File: config.mk
export PLATFORM = sky130hd
export DESIGN_NAME = axis_input_sched
export DESIGN_NICKNAME = d
export VERILOG_FILES = /design/src/rtl/axis_input_sched.sv
export SDC_FILE = /design/constraint.sdc
export NUM_CORES = 1
export LEC_CHECK = 0
export BUFFER_PORTS_ARGS = -buffer_cell sky130_fd_sc_hd__buf_2
export CAP_MARGIN = 15
export CORE_ASPECT_RATIO = 1.25
export CORE_UTILIZATION = 30
export CTS_BUF_LIST = sky130_fd_sc_hd__clkbuf_8
export CTS_CLUSTER_DIAMETER = 80
export CTS_CLUSTER_SIZE = 40
export DETAILED_ROUTE_END_ITERATION = 7
export GPL_ROUTABILITY_DRIVEN = 0
export PLACE_DENSITY = 0.55
export SETUP_SLACK_MARGIN = 0.05
export SYNTH_ARGS = -nofsm -noshare
export SYNTH_HDL_FRONTEND = slang
export SYNTH_SLANG_ARGS = --single-unit
File: constraint.sdc
create_clock -name aclk -period 6.9 [get_ports aclk]
set_clock_uncertainty 0.05 [all_clocks]
set_input_delay 0.69 -clock aclk [delete_from_list [all_inputs] [get_ports aclk]]
set_output_delay 0.69 -clock aclk [all_outputs]
set_load 0.01 [all_outputs]
File: src/rtl/axis_input_sched.sv
// axis_input_sched: per-iteration packet gating of the w/px1/px2 streams feeding a pipe; cfg-to-first-valid latency is 1 cycle.
// Valid and ready are gated combinationally, so backpressure passes straight through; INPUT_SCHED_TIMEOUT_EN adds a DRAIN watchdog.
module axis_input_sched #(
   parameter int ITR_WIDTH      = 16,
   parameter int TIMEOUT_CYCLES = 4096
) (
   input  logic                 aclk,
   input  logic                 areset,
   input  logic                 cfg_valid,
   output logic                 cfg_ready,
   input  logic [ITR_WIDTH-1:0] cfg_iterations,
   input  logic                 cfg_is_max,
   input  logic                 s_w_tvalid_in,
   input  logic                 s_w_tlast_in,
   input  logic                 s_w_tready_in,
   output logic                 s_w_tvalid_out,
   output logic                 s_w_tready_out,
   input  logic                 s_px1_tvalid_in,
   input  logic                 s_px1_tlast_in,
   input  logic                 s_px1_tready_in,
   output logic                 s_px1_tvalid_out,
   output logic                 s_px1_tready_out,
   input  logic                 s_px2_tvalid_in,
   input  logic                 s_px2_tlast_in,
   input  logic                 s_px2_tready_in,
   output logic                 s_px2_tvalid_out,
   output logic                 s_px2_tready_out,
   input  logic                 m_axis_tvalid,
   input  logic                 m_axis_tready,
   input  logic                 m_axis_tlast,
   output logic                 busy,
   output logic                 done,
   output logic [ITR_WIDTH-1:0] itr_count,
   output logic                 timeout_err
);

   localparam logic [2:0] S_IDLE  = 3'd0;
   localparam logic [2:0] S_LOAD  = 3'd1;
   localparam logic [2:0] S_DRAIN = 3'd2;
   localparam logic [2:0] S_NEXT  = 3'd3;
   localparam logic [2:0] S_DONE  = 3'd4;

   logic [2:0]           state_q, state_d;
   logic [ITR_WIDTH-1:0] n_q, n_d;
   logic [ITR_WIDTH-1:0] itr_count_q, itr_count_d;
   logic [ITR_WIDTH-1:0] itr_inc;
   logic                 is_max_q, is_max_d;
   logic                 en_w_q, en_w_d;
   logic                 en_px1_q, en_px1_d;
   logic                 en_px2_q, en_px2_d;
   logic                 pipe_last_q, pipe_last_d;
   logic                 w_last_hs, px1_last_hs, px2_last_hs;
   logic                 m_hs, m_last_hs;

`ifdef INPUT_SCHED_TIMEOUT_EN
   localparam int WD_W = $clog2(TIMEOUT_CYCLES + 1);
   logic [WD_W-1:0] wd_cnt_q, wd_cnt_d;
   logic            timeout_err_q, timeout_err_d;
   assign timeout_err = timeout_err_q;
`else
   logic timeout_cfg_unused;
   assign timeout_cfg_unused = (TIMEOUT_CYCLES > 0);
   assign timeout_err        = 1'b0;
`endif

   assign s_w_tvalid_out   = s_w_tvalid_in   & en_w_q;
   assign s_w_tready_out   = s_w_tready_in   & en_w_q;
   assign s_px1_tvalid_out = s_px1_tvalid_in & en_px1_q;
   assign s_px1_tready_out = s_px1_tready_in & en_px1_q;
   assign s_px2_tvalid_out = s_px2_tvalid_in & en_px2_q;
   assign s_px2_tready_out = s_px2_tready_in & en_px2_q;

   assign w_last_hs   = s_w_tvalid_in   & s_w_tready_in   & s_w_tlast_in   & en_w_q;
   assign px1_last_hs = s_px1_tvalid_in & s_px1_tready_in & s_px1_tlast_in & en_px1_q;
   assign px2_last_hs = s_px2_tvalid_in & s_px2_tready_in & s_px2_tlast_in & en_px2_q;
   assign m_hs        = m_axis_tvalid & m_axis_tready;
   assign m_last_hs   = m_hs & m_axis_tlast;
   assign itr_inc     = itr_count_q + ITR_WIDTH'(1);

   assign busy      = (state_q != S_IDLE);
   assign cfg_ready = ~busy;
   assign done      = (state_q == S_DONE);
   assign itr_count = itr_count_q;

   always_comb begin
      state_d     = state_q;
      n_d         = n_q;
      itr_count_d = itr_count_q;
      is_max_d    = is_max_q;
      en_w_d      = en_w_q;
      en_px1_d    = en_px1_q;
      en_px2_d    = en_px2_q;
      pipe_last_d = pipe_last_q;
`ifdef INPUT_SCHED_TIMEOUT_EN
      wd_cnt_d      = wd_cnt_q;
      timeout_err_d = timeout_err_q;
`endif
      case (state_q)
         S_IDLE: begin
            if (cfg_valid) begin
               n_d         = (cfg_iterations == '0) ? ITR_WIDTH'(1) : cfg_iterations;
               is_max_d    = cfg_is_max;
               itr_count_d = '0;
               pipe_last_d = 1'b0;
               en_w_d      = 1'b1;
               en_px1_d    = 1'b1;
               en_px2_d    = cfg_is_max;
               state_d     = S_LOAD;
`ifdef INPUT_SCHED_TIMEOUT_EN
               timeout_err_d = 1'b0;
`endif
            end
         end
         S_LOAD: begin
            if (w_last_hs)   en_w_d   = 1'b0;
            if (px1_last_hs) en_px1_d = 1'b0;
            if (px2_last_hs) en_px2_d = 1'b0;
            // A pipe tlast seen early still counts once we reach DRAIN.
            if (m_last_hs)   pipe_last_d = 1'b1;
            if (!en_w_d && !en_px1_d && !en_px2_d) begin
               state_d = S_DRAIN;
`ifdef INPUT_SCHED_TIMEOUT_EN
               wd_cnt_d = '0;
`endif
            end
         end
         S_DRAIN: begin
            if (pipe_last_q || m_last_hs) begin
               pipe_last_d = 1'b0;
               state_d     = S_NEXT;
            end
`ifdef INPUT_SCHED_TIMEOUT_EN
            else if (m_hs) begin
               wd_cnt_d = '0;
            end else if (wd_cnt_q == WD_W'(TIMEOUT_CYCLES - 1)) begin
               wd_cnt_d      = '0;
               timeout_err_d = 1'b1;
               state_d       = S_IDLE;
            end else begin
               wd_cnt_d = wd_cnt_q + WD_W'(1);
            end
`endif
         end
         S_NEXT: begin
            itr_count_d = itr_inc;
            if (itr_inc == n_q) begin
               state_d = S_DONE;
            end else begin
               en_w_d   = 1'b1;
               en_px1_d = 1'b1;
               en_px2_d = is_max_q;
               state_d  = S_LOAD;
            end
         end
         S_DONE:  state_d = S_IDLE;
         default: state_d = S_IDLE;
      endcase
   end

   always_ff @(posedge aclk) begin
      if (areset) begin
         state_q     <= S_IDLE;
         n_q         <= '0;
         itr_count_q <= '0;
         is_max_q    <= 1'b0;
         en_w_q      <= 1'b0;
         en_px1_q    <= 1'b0;
         en_px2_q    <= 1'b0;
         pipe_last_q <= 1'b0;
`ifdef INPUT_SCHED_TIMEOUT_EN
         wd_cnt_q      <= '0;
         timeout_err_q <= 1'b0;
`endif
      end else begin
         state_q     <= state_d;
         n_q         <= n_d;
         itr_count_q <= itr_count_d;
         is_max_q    <= is_max_d;
         en_w_q      <= en_w_d;
         en_px1_q    <= en_px1_d;
         en_px2_q    <= en_px2_d;
         pipe_last_q <= pipe_last_d;
`ifdef INPUT_SCHED_TIMEOUT_EN
         wd_cnt_q      <= wd_cnt_d;
         timeout_err_q <= timeout_err_d;
`endif
      end
   end

endmodule

Word-level counts from Yosys, hierarchy flattened
Cells that the tools add are included.

Memories kept: 0. Bits in writable memories: 0. Bits in read-only memories: 0. Bits in registers: 40. Logic and storage cells: 79. Input bits: 32. Latch bits: 0.

Muxes and demuxes: 25. Order comparisons: 0. Reductions and logical operators: 17. Multipliers: 0. Divide/modulo/power cells: 0. Shift-type cells: 0. Equal/unequal tests: 10. Bitwise gates (word level): 18. Add/subtract/negate cells: 1.

Operators with widths (number): 16-bit two-way mux (2); 16-bit one-hot mux with 2 select lines (1); 1-bit AND (17); 16-bit by 1-bit adder with 16-bit output, second input constant (1); 16-bit equality test (1); 16-bit zero test (1); 1-bit two-way mux (13); 3-bit two-way mux (4); 1-bit one-hot mux with 3 select lines (4); 3-bit one-hot mux with 4 select lines (1); 2-bit inequality test, second input constant (5); 3-bit nonzero test (3); 3-bit by 2-bit equality test with 1-bit output, second input constant (2); 3-bit AND reduction (2); 2-bit AND reduction (2); 4-bit AND reduction (1); 3-bit by 1-bit equality test with 1-bit output, second input constant (1); 3-bit equality test, second input constant (1); 1-bit zero test (3); 3-bit zero test (1); 1-bit logical AND (2); 2-bit nonzero test (1); 1-bit logical OR (1); 1-bit inverter (1).

Logic depth before layout (Yosys ltp)
Depth in word-level cells: 10. Mapped depth: 9. Gate-level depth less buffers: 8.

Worst setup path after synthesis
Ideal clock, no wire load.

Kind: register -> register. Start point: register itr_count_q[6] (netlist: itr_count[6]). End point: register en_px2_q. Slack: 4.196 ns. Arrival time: 2.583 ns. Clock period less this slack: 2.704 ns. Cell stages (with the launch flop): 9. Library setup time: 0.072 ns. Path through: dfxtp_1 > buf_2 > nand4_4 > or4_4 > nor4b_2 > o32a_2 > or4b_4 > o41ai_4 > mux2i_1.

Word-level cells in the longest chain between the ends: 4.

Ends and longest elaborated chain: start, declared (line 45) `logic [ITR_WIDTH-1:0] itr_count_q, itr_count_d;`; start signal, assigned (line 177) `itr_count_q <= itr_count_d;`; 16-bit by 1-bit adder with 16-bit output (line 78) `assign itr_inc = itr_count_q + ITR_WIDTH'(1);`; 16-bit equality test (line 146) `if (itr_inc == n_q) begin`; 2-bit inequality test (no source line); 3-bit AND reduction (no source line); end signal, assigned (line 181) `en_px2_q <= en_px2_d;`; end, declared (line 50) `logic en_px2_q, en_px2_d;`.

Every way passes these cells. A chain may end at the register's enable or synchronous reset.

Worst setup path in the final report
Start point: register itr_count_q[0] (netlist: itr_count[0]). End point: register en_px1_q.

Word-level cells in the longest chain between the ends: 4.

Ends and longest elaborated chain: 16-bit by 1-bit adder with 16-bit output (line 78); 16-bit equality test (line 146); 2-bit inequality test (no source line); 3-bit AND reduction (no source line); end signal, assigned (line 180) `en_px1_q <= en_px1_d;`; end, declared (line 49) `logic en_px1_q, en_px1_d;`.

Every way passes these cells.

==> flow_metrics.tcl <==
set metrics [dict create \
    outcome "completed" \
    cts_setup_buffers 0 \
    synth_edf_count 0 \
    cts_tree "built" \
    tightest_slew_ns 0.8077 \
    min_to "is_max_q" \
    grt_pass1_vias 2279 \
    yosysTopAreaCell "dfxtp_1" \
    path_cells "nand4_1 > or4_4 > nor4b_2 > o32a_2 > or4b_4 > o41ai_4 > a221oi_1" \
    cts_sinks 40 \
    ys_async_sr_fraction 0 \
    hp-class "flop to flop" \
    synth_top_flop_cell "dfxtp_1" \
    routed_wirelength_um 6852 \
    syn_nets 372 \
    r2r_slack_ns 3.71 \
    hp-start "is_max_q" \
    ys_top_cells_by_area "dfxtp_1 32%, nand2_1 7.6%, a21oi_1 7.2%" \
    antenna_found_initial 0 \
    cts-resized-gates 0 \
    antenna_left 0 \
    fin_cells 472 \
    final-setup-viol-count 0 \
    slowest_delay_ns 0.63 \
    num_rows 36 \
    fill_cells 866 \
    crit_arrival_ns 3.28 \
    worst_setup_path_end_kind "flop" \
    synthCells 339 \
    die_area_mm2 0.008726 \
    finalSetupTns_ns 0 \
    final_hold_viol_count 0 \
    syn_area_mm2 0.002506 \
    relSlewSlack 0.4602 \
    cts_max_path_buffers 2 \
    critPathSlowestCell "or4_4" \
    whs_ns 0.4161 \
    avgSynthCellArea_um2 7.393 \
    yosysWarnings 0 \
    drc 0 \
    ff2ff_path_depth 7 \
    first_pass_iters 4 \
    synth.distinct_cells 55 \
    gr-usage-all-layers 0.1573 \
    crit_fanout 14 \
    overflow 0 \
    worst_slack_ns 3.708 \
    die_w_um 83.75 \
    core-area_mm2 0.007928 \
    cts_root_buffer "clkbuf_8" \
    start_kind "flop" \
    final.period_utilization 0.4626 \
    min_path_cells 2 \
    critPathKind "flop to flop" \
    max_freq_mhz 313.3 \
    pre_cts_ws_ns 3.733 \
    synth_top_area_frac 0.3195 \
    r2r-start "itr_count[0]" \
    io_pins 58 \
    die_y_um 104.2 \
    nNetsFinal 410 \
    htreeDepth 2 \
    regToRegEndpoint "en_px1_q" \
    max-cap-violations 0 \
    cts.clk_slew.worst_paths_ns 0.08 \
    routedWlPerCell_um 14.52 \
    first_iter_violations 129 \
    initial_core_util 0.3161 \
    port_buffers 56 \
    grt_pass1_wl_um 11110 \
    yosysSeqAreaShare 0.3195 \
    crit_buf_inv 0 \
    critPathTopFamily "simple AND/OR/NAND/NOR gates" \
    post-place-cells 465 \
    cts_buffers 5 \
    ir_worst_vdd_v 0.0001004 \
    vias_per_cell 5.386 \
    dp_hpwl_um 5070 \
    rsz0062_at_grt "false" \
    power_density_mw_per_mm2 216.6 \
    vias 2542 \
    postCtsHoldBufs 0 \
    slew_violations 0 \
    yosysMostFrequentCell "nand2_1" \
    area_delta_synth_final_pct 15.08 \
    antenna-diode-count 0 \
    ys_ff_latch 40 \
    synth_commonest_cells "51 x nand2_1, 40 x dfxtp_1, 36 x a21oi_1" \
    clkLatencyLatePin_ns 0.30 \
    drive_above_1_share 0.2016 \
    critPathRequiredTime_ns 6.99 \
    fin_crit_ns 3.192 \
    grt_max_degree 42 \
    p_leak_nw 1.152 \
]
## worst max path at each step
stage / from / endpoint / slack, ns / depth (start not counted)
finish: itr_count[0] / en_px1_q / 3.71 / 7
global route: itr_count[0] / en_px2_q / 3.51 / 7
CTS: itr_count[0] / en_px1_q / 3.71 / 7
detailed placement: itr_count[0] / en_px1_q / 3.73 / 7
global placement: itr_count[2] / en_w_q / 3.81 / 7
floorplan: itr_count[6] / en_px2_q / 4.20 / 8
## cell usage in the layout (no fill, tap or decap), drive strengths merged, types with 2 or more instances in the layout
cell type   n
a21oi      36
a221oi      2
a22oi       4
a311oi      4
a31oi       5
a41oi       2
and2       10
and4        2
buf        57
clkbuf      5
dfxtp      40
inv         6
mux2i       3
nand2      51
nand2b      4
nand3      13
nand3b      3
nand4       6
nor2       28
nor2b       2
nor3       15
nor4       10
o211ai      4
o21ai      17
or2         2
or3         2
or4         4
or4b        2
xnor2       8
xor2       11
## report_power, final
part	total (mW)	leakage, nW	switching (mW)	internal [mW]
Sequential	0.278	0.326	0.0260	0.252
Combinational	0.192	0.786	0.113	0.0787
Clock	0.155	0.0400	0.0864	0.0685
Total	0.625	1.15	0.225	0.399
## sequential cells by signal, summed over array words and instances (netlist names)
signal and flops:
state_q 3, pipe_last_q 1, is_max_q 1, itr_count 16, en_px1_q 1, n_q 16
en_px2_q 1, en_w_q 1
## per-layer routing
metal  vias to the layer above  track usage  share of wire  wire length [µm]
met2                        73       0.2758           0.49              3335
met5                         -            0              0                 0
met1                      1170       0.1870           0.44              3040
met3                         6      0.03571          0.056               383
li1                       1293            -              -                 -
met4                         0      0.05327          0.014                93
## kinds of logic (layout without fill, tap and decap cells)
group,after synthesis,in the layout,share of synthesized area
multiplexers,3,3,0.01198
other,1,1,0.001496
adder cells (fa/ha/maj),1,1,0.004992
AO/OA/AOI/OAI,85,85,0.2172
XOR/XNOR,19,19,0.06640
AND/OR/NAND/NOR,158,158,0.3255
buffers and inverters,32,70,0.05292
flip-flops,40,40,0.3195
## worst min-delay path, cell delays in order (launching register included)
cell and delay (ns):
dfxtp_1 0.32, nand2_1 0.05, a21oi_1 0.05
## through the flow
step | area, µm² | utilization | power (mW)
final | 2884 | 0.3638 | 0.6245
after global routing | 2884 | 0.3638 | 0.6685
after CTS | 2884 | 0.3638 | 0.6309
after detailed placement | 2803 | 0.3535 | 0.4757
after global placement | 2803 | 0.3535 | 0.4752
after floorplan | 2506 | - | 0.4178
## layout make-up
| cell class | instances | area, µm² | area share |
|---|---|---|---|
| Inverter | 6 | 22.52 | 0.007809 |
| Timing Repair Buffer | 57 | 287.8 | 0.09978 |
| Clock inverter | 2 | 12.51 | 0.004338 |
| Tap cell | 95 | 118.9 | 0.04121 |
| Clock buffer | 5 | 68.82 | 0.02386 |
| Sequential cell | 40 | 800.8 | 0.2777 |
| Multi-Input combinational cell | 267 | 1573 | 0.5453 |
(Power assumes the default switching activity.)
